--- config.mk ---
export PLATFORM = sky130hd
export DESIGN_NAME = snax_alu_job_ctrl
export DESIGN_NICKNAME = d
export VERILOG_FILES = /design/src/rtl/snax_alu_job_ctrl.sv
export SDC_FILE = /design/constraint.sdc
export NUM_CORES = 1
export LEC_CHECK = 0
export BUFFER_PORTS_ARGS = -buffer_cell sky130_fd_sc_hd__clkbuf_2
export CAP_MARGIN = 10
export CORE_AREA = 2 2 78 80
export DETAILED_ROUTE_END_ITERATION = 10
export DIE_AREA = 0 0 80 82
export PLACE_DENSITY = 0.72
export SLEW_MARGIN = 20
export SYNTH_ARGS = -nofsm -noshare
export SYNTH_HDL_FRONTEND = slang
export SYNTH_SLANG_ARGS = --single-unit
export TNS_END_PERCENT = 10
--- constraint.sdc ---
create_clock -name clk_i -period 4.75 [get_ports clk_i]
set_input_delay 0.95 -clock clk_i [delete_from_list [all_inputs] [get_ports clk_i]]
set_output_delay 0.95 -clock clk_i [all_outputs]
set_load 0.03 [all_outputs]
--- src/rtl/snax_alu_job_ctrl.sv ---
// Job sequencer for one SNAX ALU PE: accepts (op, length) jobs, gates PE input, counts output beats, pulses done.
// Optional busy-cycle counter built only when SNAX_ALU_JOB_CTRL_PERF_EN is defined.
module snax_alu_job_ctrl #(
    parameter int unsigned CntWidth = 16
) (
    input  logic                clk_i,
    input  logic                rst_i,
    input  logic                cfg_valid_i,
    output logic                cfg_ready_o,
    input  logic [CntWidth-1:0] cfg_len_i,
    input  logic [1:0]          cfg_op_i,
    input  logic                abort_i,
    output logic [1:0]          pe_alu_config_o,
    output logic                pe_acc_ready_o,
    input  logic                pe_c_valid_i,
    input  logic                pe_c_ready_i,
    output logic                busy_o,
    output logic                done_o,
    output logic [CntWidth-1:0] beat_cnt_o,
    output logic [31:0]         perf_cycles_o
);

    localparam int unsigned PerfWidth = 32;

    typedef enum logic [1:0] {
        IDLE = 2'd0,
        BUSY = 2'd1,
        DONE = 2'd2
    } state_e;

    state_e              state_q;
    logic [CntWidth-1:0] len_q;

    logic beat_c;
    logic accept_c;
    logic last_beat_c;

    assign beat_c      = pe_c_valid_i && pe_c_ready_i;
    assign accept_c    = (state_q == IDLE) && cfg_valid_i;
    assign last_beat_c = beat_c && (beat_cnt_o == len_q - CntWidth'(1));

    // Sequencer; every output is a register updated alongside the state transition.
    always_ff @(posedge clk_i) begin
        if (rst_i) begin
            state_q         <= IDLE;
            len_q           <= '0;
            beat_cnt_o      <= '0;
            pe_alu_config_o <= '0;
            cfg_ready_o     <= 1'b1;
            pe_acc_ready_o  <= 1'b0;
            busy_o          <= 1'b0;
            done_o          <= 1'b0;
        end else begin
            case (state_q)
                IDLE: begin
                    if (cfg_valid_i) begin
                        pe_alu_config_o <= cfg_op_i;
                        len_q           <= cfg_len_i;
                        beat_cnt_o      <= '0;
                        cfg_ready_o     <= 1'b0;
                        if (cfg_len_i != '0) begin
                            state_q        <= BUSY;
                            pe_acc_ready_o <= 1'b1;
                            busy_o         <= 1'b1;
                        end else begin
                            state_q <= DONE;
                            done_o  <= 1'b1;
                        end
                    end
                end
                BUSY: begin
                    if (beat_c) begin
                        beat_cnt_o <= beat_cnt_o + CntWidth'(1);
                    end
                    // Abort wins over completion: no done pulse for a cancelled job.
                    if (abort_i) begin
                        state_q        <= IDLE;
                        cfg_ready_o    <= 1'b1;
                        pe_acc_ready_o <= 1'b0;
                        busy_o         <= 1'b0;
                    end else if (last_beat_c) begin
                        state_q        <= DONE;
                        pe_acc_ready_o <= 1'b0;
                        busy_o         <= 1'b0;
                        done_o         <= 1'b1;
                    end
                end
                DONE: begin
                    state_q     <= IDLE;
                    done_o      <= 1'b0;
                    cfg_ready_o <= 1'b1;
                end
                default: begin
                    state_q        <= IDLE;
                    cfg_ready_o    <= 1'b1;
                    pe_acc_ready_o <= 1'b0;
                    busy_o         <= 1'b0;
                    done_o         <= 1'b0;
                end
            endcase
        end
    end

`ifdef SNAX_ALU_JOB_CTRL_PERF_EN
    localparam logic [PerfWidth-1:0] PerfMax = '1;

    // Busy-cycle counter: cleared on accept, saturating, held after the job.
    always_ff @(posedge clk_i) begin
        if (rst_i) begin
            perf_cycles_o <= '0;
        end else if (accept_c) begin
            perf_cycles_o <= '0;
        end else if ((state_q == BUSY) && (perf_cycles_o != PerfMax)) begin
            perf_cycles_o <= perf_cycles_o + PerfWidth'(1);
        end
    end
`else
    logic unused_accept_c;
    assign unused_accept_c = accept_c;
    assign perf_cycles_o   = PerfWidth'(0);
`endif

endmodule

==> results of run 1 <==
per-layer routing:
layer  wire length (microns)  track usage [%]
met4                      67            5.593
met3                     311            3.846
met5                       0                0
met1                    2320            20.11
met2                    2297            26.42
cell usage after synthesis, types with 2 or more instances:
library cell,count
nand3b_1,2
nand3_1,10
a21oi_1,24
xnor2_1,13
o21ai_0,7
nor3_1,8
mux2i_1,2
dfxtp_1,39
or4_1,2
inv_1,3
xor2_1,17
nand2b_1,6
nand4_1,6
buf_4,33
clkbuf_1,9
nor2_1,32
nor4_1,6
ha_1,2
nand2_1,54
nand4b_1,2
or3_1,2
worst paths after layout:
kind	slack [ps]	depth (start not counted)	endpoint	startpoint
max	2040	8	beat_cnt_o[15]$_SDFFE_PP0P_	cfg_valid_i
min	470	2	pe_alu_config_o[1]$_SDFFE_PP0P_	pe_alu_config_o[1]$_SDFFE_PP0P_
max reg2reg	2190	7	state_q[1]$_SDFFE_PP0P_	len_q[2]$_SDFFE_PP0P_
min reg2reg	470	2	pe_alu_config_o[1]$_SDFFE_PP0P_	pe_alu_config_o[1]$_SDFFE_PP0P_
cell usage in the layout, fill, tap and decap left out, drive strengths merged, types with 2 or more instances in the layout:
cell,instances
or3,2
dfxtp,39
nand3,10
nor2,32
nand4,6
mux2i,2
conb,32
clkinvlp,2
nand4b,2
xnor2,13
ha,2
nor3,8
nand2b,6
inv,3
or4,2
nand3b,2
nor4,7
nand2,54
o21ai,7
xor2,17
clkbuf,50
a21oi,24
layout make-up:
class	instances	area, sq um	share of cell area [%]
multi-input combinational	246	1346	52.87
sequential	39	780.7	30.66
timing repair buffer	45	225.2	8.845
tap	75	93.84	3.686
clock buffer	5	68.82	2.703
clock inverter	3	20.02	0.7862
inverter	3	11.26	0.4423
sequential cells by signal (all words and copies together), names as in the netlist:
register	count
len_q	16
busy_o	1
beat_cnt_o	16
state_q	2
done_o	1
cfg_ready_o	1
pe_alu_config_o	2
logic make-up after synthesis:
| group | after synthesis | share of synthesized area (%) |
|---|---|---|
| AO/OA/AOI/OAI | 44 | 11.76 |
| XOR/XNOR | 30 | 11.38 |
| adder cells (fa/ha/maj) | 2 | 1.083 |
| buffers and inverters | 47 | 13.05 |
| flip-flops | 39 | 33.80 |
| multiplexers | 2 | 0.8668 |
| other | 1 | 0.1624 |
| AND/OR/NAND/NOR | 136 | 27.90 |
power groups by stage:
stage                     Clock [uW]  Combinational [uW]  Sequential (uW)
after global placement             0                 159              365
final                            225                 165              358
after global routing             242                 181              360
after floorplan                    0                 150              365
after detailed placement           0                 162              366
after CTS                        229                 164              358
stage by stage:
stage | instances | total power [uW] | utilization [%] | hold WS (ps)
floorplan | 332 | 515.1 | - | 447.8
global placement | 408 | 524.2 | 42.73 | 457.7
detailed placement | 408 | 528.1 | 42.73 | 453.4
CTS | 416 | 751.4 | 44.27 | 466.1
global route | 416 | 783.6 | 44.32 | 497.0
finish | 416 | 748.3 | 44.32 | 466.1
tightest hold or removal path: stages, from the launching register on:
cell     delay (ps)
dfxtp_1         320
nand2_1          50
a21oi_1          50
==> results_dict.tcl, run 1 <==
set metrics [dict create \
    ctsHoldBuffers 0 \
    yosysWarnings 0 \
    cap_violations 0 \
    synthArstFlopShare_pct 0 \
    row_count 28 \
    die-area_sq_mm 0.006560 \
    dp_hpwl_microns 3829 \
    critPathSlowestCell "or3b_2" \
    p_int_uw 496.9 \
    synth_flop_cell "dfxtp_1" \
    status "finished, final reports clean" \
    drive_gt1_share_pct 17.30 \
    overflow 0 \
    ant_nets 0 \
    p_leak_uw 0.001052 \
    ir_drop_uv 170.7 \
    cp-start-kind "input port" \
    synth_largest_area_cell "dfxtp_1" \
    nets 366 \
    powerDensity_mw_per_mm2 293.9 \
    grt_pass1_vias 1804 \
    critical_path_class "in -> reg" \
    crit_arrival_ps 2880 \
    p_clk_share_pct 30.1 \
    cts_root_buffer "clkbuf_8" \
    yosysTopAreaCellShare_pct 33.80 \
    yosysUniqueCellTypes 43 \
    clock_latency_ps 300 \
    clockBufferDepth 2 \
    fin_worst_skew_ps 5.973 \
    die_x_microns 80 \
    nFillCells 612 \
    fin_tns_setup_ps 0 \
    synthCells 301 \
    finalHoldViolCount 0 \
    crit_path_max_fanout 20 \
    synth_area_leaders "dfxtp_1 (34%), buf_4 (11%), nand2_1 (8.8%), xor2_1 (6.4%), a21oi_1 (5.2%)" \
    cp_top_family "simple AND/OR/NAND/NOR gates" \
    final_max_slew_viol_count 0 \
    clk_pin_slew_ps 80 \
    place_area_sq_mm 0.002455 \
    cts_buffers 5 \
    switching_power_uw 251.4 \
    gp_congestion 0.8661 \
    min_path_type "reg -> reg" \
    postCtsSetupRepairBufs 0 \
    cts_resized 0 \
    syn_to_final_growth_pct 10.24 \
    crit_path_end_kind "flop" \
    clock-sinks 39 \
    io_pins 78 \
    timing.slew.headroom_pct 51.71 \
    routed_wl_microns 4996 \
    cts_tree "done" \
    setup_ws_ps 2036 \
    io_buffers 45 \
    cp_slowest_stage_delay_ps 640 \
    grt_max_degree 26 \
    setup-violations-final 0 \
    post-route-min-period_ps 2714 \
    synth_seq_cells 39 \
    worst_slew_pin_slew_ps 723.6 \
    dr_total_vias 2039 \
    synth_area_per_cell_sq_um 7.673 \
    p_seq_share_pct 47.9 \
    drc_errors 0 \
    required_ps 4920 \
    synth_edf_count 0 \
    timing.final.crit_share_pct 57.13 \
    die_h_microns 82 \
    post-place-ws_ps 1716 \
    seq_area_frac_synth_pct 33.80 \
    rsz0062_at_grt "no" \
    start_util_pct 40.20 \
    core_sq_mm 0.005746 \
    swShare_pct 33.60 \
    fin_area_sq_mm 0.002546 \
    grt_pass1_wl_microns 8335 \
    drtIter0Drc 139 \
    antenna_found_initial 0 \
    fmax_mhz 368.5 \
    syn_area_sq_mm 0.002310 \
    p_comb_share_pct 22.0 \
    cts_max_level 2 \
    critPathBufInv 1 \
    grt_use_total_pct 15.89 \
    routedWlPerCell_microns 12.01 \
    dr.pass1.iters 4 \
    diodes 0 \
    crit_path_cell_trace "clkbuf_2, or3b_2, nand2_1, nand4_1, nor3_1, nand3_1, xor2_1, nor2_1" \
    viasPerCell 4.901 \
]
(Power assumes the default switching activity.)
==> inputs of run 2 (changes only) <==
--- a/config.mk
+++ b/config.mk
@@ -10,7 +10,7 @@
 export CORE_AREA = 2 2 78 80
 export DETAILED_ROUTE_END_ITERATION = 10
 export DIE_AREA = 0 0 80 82
-export PLACE_DENSITY = 0.72
+export PLACE_DENSITY = 0.74
 export SLEW_MARGIN = 20
 export SYNTH_ARGS = -nofsm -noshare
 export SYNTH_HDL_FRONTEND = slang
==> constraint.sdc (replaced) <==
create_clock -name clk_i -period 2.44 [get_ports clk_i]
set_input_delay 0.488 -clock clk_i [delete_from_list [all_inputs] [get_ports clk_i]]
set_output_delay 0.488 -clock clk_i [all_outputs]
set_load 0.03 [all_outputs]
==> run 2 against run 1 <==
  * Wire length down 3.4%
  * Critical path depth decreased by 1
  * Register-to-register slack worse by 2100 ps
  * Cell area increased by 3.3%
  * Setup slack worse by 1900 ps
  * Worst hold slack got worse by 66 ps
  * Flip-flop and latch count did not move
  * Critical path type is now reg -> reg
  * Critical endpoint is now state_q[1]$_SDFFE_PP0P_
==> results_dict.tcl, run 2 (synthesis results as in run 1) <==
set metrics [dict create \
    ant_nets 0 \
    layout_common_cells "nand2_1 (52), clkbuf_2 (45), dfxtp_1 (39)" \
    cp_top_family "simple AND/OR/NAND/NOR gates" \
    clock_latency_ps 300 \
    grt_pass1_wl_microns 7783 \
    status "finished, final reports clean" \
    antenna_found_initial 0 \
    crit_path_cell_trace "nor4_4, nand2_2, nor4_2, mux2i_1, nand4_1, a2111o_1, a2111oi_2" \
    r2r_cells 7 \
    worst_slew_pin_slew_ps 514.2 \
    clockBufferDepth 2 \
    globalRouteMet2Util_pct 24.83 \
    start_util_pct 40.20 \
    io_buffers 45 \
    grt_pass1_vias 1668 \
    ir_drop_uv 287.9 \
    timing.slew.headroom_pct 65.72 \
    postCtsSetupRepairBufs 0 \
    cts_buffers 5 \
    clk_pin_slew_ps 80 \
    nets 372 \
    timing.final.crit_share_pct 94.34 \
    cp_slowest_stage_delay_ps 400 \
    powerDensity_mw_per_mm2 597.9 \
    dr.pass1.iters 4 \
    grt_use_total_pct 15.30 \
    cts_root_buffer "clkbuf_8" \
    routed_wl_microns 4828 \
    clock-sinks 39 \
    die-area_sq_mm 0.006560 \
    p_leak_uw 0.001102 \
    cp-start-kind "flop" \
    cts_resized 0 \
    final_cells 422 \
    gp_congestion 0.8697 \
    fin_tns_setup_ps 0 \
    use_met3_pct 4.505 \
    core_sq_mm 0.005746 \
    crit_path_end_kind "flop" \
    min_path_type "in -> reg" \
    crit_path_max_fanout 5 \
    routedWlPerCell_microns 11.44 \
    final_max_slew_viol_count 0 \
    die_h_microns 82 \
    io_pins 78 \
    hold_depth 3 \
    rsz0062_at_grt "no" \
    syn_to_final_growth_pct 13.92 \
    fin_area_sq_mm 0.002631 \
    crit_arrival_ps 2500 \
    place_area_sq_mm 0.002500 \
    required_ps 2630 \
    place_inst 414 \
    reg_top3 "beat_cnt_o (16), len_q (16)" \
    post-place-ws_ps 94.68 \
    drive_gt1_share_pct 19.88 \
    drc_errors 0 \
    dp_hpwl_microns 3768 \
    setup-violations-final 0 \
    post-route-min-period_ps 2302 \
    row_count 28 \
    fmax_mhz 434.4 \
    critical_path_class "reg -> reg" \
    path_depth 7 \
    fin_worst_skew_ps 10.09 \
    grtUsageMet1_pct 19.48 \
    ctsHoldBuffers 0 \
    grt_max_degree 21 \
    dr_total_vias 2078 \
    die_x_microns 80 \
    critPathSlowestCell "nor4_4" \
    critPathBufInv 0 \
    grt_busiest_layer "met2" \
    final_common_cell "nand2_1" \
    cts_max_level 2 \
    viasPerCell 4.924 \
    setup_ws_ps 138.2 \
    drtIter0Drc 113 \
    cts_tree "done" \
    overflow 0 \
    diodes 0 \
    cap_violations 0 \
    finalHoldViolCount 0 \
]
run 2: per-layer routing:
layer,wire (microns),part of all wire [%]
met5,0,0
met3,305,6.3
met4,57,1.2
met2,2184,45
met1,2280,47
run 2: power breakdown:
part | total [uW] | leakage [uW] | internal (uW) | switching, uW
combinational | 332 | 0.000726 | 115 | 217
sequential | 695 | 0.000318 | 662 | 33.6
clock | 546 | 0.0000581 | 304 | 241
total | 1570 | 0.00110 | 1080 | 492
run 2: cell type report:
| class | instances | area, sq um |
|---|---|---|
| Multi-Input combinational cell | 246 | 1363 |
| Clock buffer | 5 | 68.82 |
| Sequential cell | 39 | 780.7 |
| Timing Repair Buffer | 51 | 270.3 |
| Clock inverter | 3 | 43.79 |
| Inverter | 3 | 11.26 |
| Tap cell | 75 | 93.84 |
| Fill cell | 596 | 3114 |
run 2: worst paths after layout:
path                                   startpoint                         endpoint  slack [ps]
hold reg to reg   pe_alu_config_o[0]$_SDFFE_PP0P_  pe_alu_config_o[0]$_SDFFE_PP0P_         460
hold / removal                        cfg_op_i[0]  pe_alu_config_o[0]$_SDFFE_PP0P_         400
setup / recovery            len_q[5]$_SDFFE_PP0P_          state_q[1]$_SDFFE_PP0P_         140
setup reg to reg            len_q[5]$_SDFFE_PP0P_          state_q[1]$_SDFFE_PP0P_         140
run 2: through the flow:
stage	util, %	power, uW	hold WS (ps)
finish	45.80	1573	400.1
global route	45.80	1654	407.1
CTS	45.47	1575	393.2
detailed placement	43.51	1034	459.2
global placement	43.51	1028	443.6
floorplan	-	1003	447.8
run 2: tightest hold or removal path, delay by kind of cell:
family                 cells  cell delay (ps)
AOI/OAI and AO/OA          1               50
buffers and inverters      1               80
and+or+nand+nor            1               40
==> inputs of run 3 (changes only) <==
--- a/config.mk
+++ b/config.mk
@@ -6,11 +6,10 @@
 export NUM_CORES = 1
 export LEC_CHECK = 0
 export BUFFER_PORTS_ARGS = -buffer_cell sky130_fd_sc_hd__clkbuf_2
-export CAP_MARGIN = 10
 export CORE_AREA = 2 2 78 80
 export DETAILED_ROUTE_END_ITERATION = 10
 export DIE_AREA = 0 0 80 82
-export PLACE_DENSITY = 0.74
+export PLACE_DENSITY = 0.76
 export SLEW_MARGIN = 20
 export SYNTH_ARGS = -nofsm -noshare
 export SYNTH_HDL_FRONTEND = slang
==> run 3 against run 2 <==
  * Total power down 8.4%
  * First-iteration DRC count down 19%
  * Count of clock-buffer cells in the layout up 2
  * Via count down 1.1%
  * Final cell count unchanged
  * Worst hold slack better by 15 ps
  * Flip-flop and latch count unchanged
  * Largest cell class unchanged
==> results_dict.tcl, run 3 (synthesis results as in run 1) <==
set metrics [dict create \
    grt_max_degree 21 \
    critical_path_class "reg -> reg" \
    io_buffers 45 \
    multi_input_area_sq_mm 0.001350 \
    finalHoldViolCount 0 \
    crit_path_max_fanout 6 \
    timing.final.crit_share_pct 94.06 \
    ant_nets 0 \
    dr_total_vias 2056 \
    cp-start-kind "flop" \
    dr.pass1.iters 4 \
    clockBufferDepth 2 \
    grt_pass1_wl_microns 8583 \
    crit_path_cell_trace "nor3_1, nand2_1, nor4_2, mux2i_1, nand4_1, a2111o_1, a2111oi_2" \
    routed_wl_microns 4994 \
    cts_tree "done" \
    fin_tns_setup_ps 0 \
    grt_use_total_pct 16.48 \
    timing.slew.headroom_pct 66.55 \
    die-area_sq_mm 0.006560 \
    dp_hpwl_microns 3883 \
    nets 372 \
    rsz0062_at_grt "no" \
    whs_ps 415.1 \
    grt_busiest_layer "met2" \
    drtIter0Drc 92 \
    post-route-min-period_ps 2295 \
    final_cells 422 \
    reg_top3 "beat_cnt_o (16), len_q (16)" \
    cts_root_buffer "clkbuf_8" \
    routedWlPerCell_microns 11.83 \
    syn_to_final_growth_pct 12.03 \
    nFillCells 601 \
    io_pins 78 \
    layout_common_cells "nand2_1 (54), clkbuf_2 (45), dfxtp_1 (39)" \
    register_area_sq_um 780.7 \
    status "finished, final reports clean" \
    diodes 0 \
    grtUsageMet1_pct 20.28 \
    cts_max_level 2 \
    cts_buffers 5 \
    fin_worst_skew_ps 2.781 \
    overflow 0 \
    grt_pass1_vias 1909 \
    drc_errors 0 \
    ir_drop_uv 391.3 \
    crit_path_end_kind "flop" \
    setup_ws_ps 145.0 \
    drive_gt1_share_pct 18.16 \
    required_ps 2630 \
    powerDensity_mw_per_mm2 557.2 \
    gp_congestion 0.8821 \
    p_leak_uw 0.001084 \
    place_inst 414 \
    row_count 28 \
    fmax_mhz 435.7 \
    antenna_found_initial 0 \
    worst_slew_pin_slew_ps 501.8 \
    crit_arrival_ps 2490 \
    viasPerCell 4.872 \
    die_x_microns 80 \
    clock-sinks 39 \
    globalRouteMet2Util_pct 26.92 \
    die_h_microns 82 \
    cp_slowest_stage_delay_ps 370 \
    critPathSlowestCell "dfxtp_1" \
    cap_violations 0 \
    min_path_type "in -> reg" \
    final_max_slew_viol_count 0 \
    core_sq_mm 0.005746 \
    use_met3_pct 4.286 \
    start_util_pct 40.20 \
    final_common_cell "nand2_1" \
    clk_pin_slew_ps 70 \
    post-place-ws_ps 75.33 \
    setup-violations-final 0 \
    total_power_uw 1442 \
    r2r_setup_slack_ps 150 \
    clock_latency_ps 290 \
]
run 3: cell count changes in the layout (fill, tap and decap cells not counted):
cell       delta
clkinv_4      -1
nand2_2       -2
nand2_1       +2
nor2_2        -1
nor2_1        +1
bufinv_16     -1
nor3_2        -1
nor3_1        +1
clkbuf_1      +2
run 3: worst max-delay path, delay by kind of cell, from the launching register on:
family          cells  cell delay [ps]
simple gates        4              850
mux                 1              250
flops               1              370
compound gates      2              730
run 3: power breakdown:
part,switching (uW),internal (uW)
clock,216,201
sequential,34.2,662
combinational,216,113
total,466,976
run 3: layout make-up:
| cell class | instances | share of cell area (%) |
|---|---|---|
| well taps | 75 | 3.627 |
| flip-flops and latches | 39 | 30.17 |
| clock inverters | 1 | 0.1934 |
| repair buffers | 51 | 10.44 |
| clock buffers | 7 | 2.950 |
| inverters | 3 | 0.4352 |
| multi-input cells | 246 | 52.18 |
run 3: through the flow:
step | utilization (%) | instance area, sq um
after floorplan | - | 2426
after global placement | 43.51 | 2500
after detailed placement | 43.51 | 2500
after CTS | 44.93 | 2581
after global routing | 45.03 | 2587
final | 45.03 | 2587
run 3: worst paths after layout:
path | startpoint | endpoint | cells after the start
worst min register to register | pe_alu_config_o[0]$_SDFFE_PP0P_ | pe_alu_config_o[0]$_SDFFE_PP0P_ | 2
worst max register to register | len_q[6]$_SDFFE_PP0P_ | state_q[1]$_SDFFE_PP0P_ | 7
worst max-delay path | len_q[6]$_SDFFE_PP0P_ | state_q[1]$_SDFFE_PP0P_ | 7
worst min-delay path | cfg_op_i[1] | pe_alu_config_o[1]$_SDFFE_PP0P_ | 3
run 3: timing repair:
action	in CTS	in global routing
hold buffers	0	0
endpoints found under the hold margin	0	0
setup buffers	0	0
setup endpoints to repair	0	3
resized for setup	0	1
run 3: layer usage:
metal | part of all wire, % | wire [microns]
met5 | 0 | 0
met2 | 45 | 2271
met1 | 45 | 2271
met4 | 2.3 | 117
met3 | 6.7 | 334
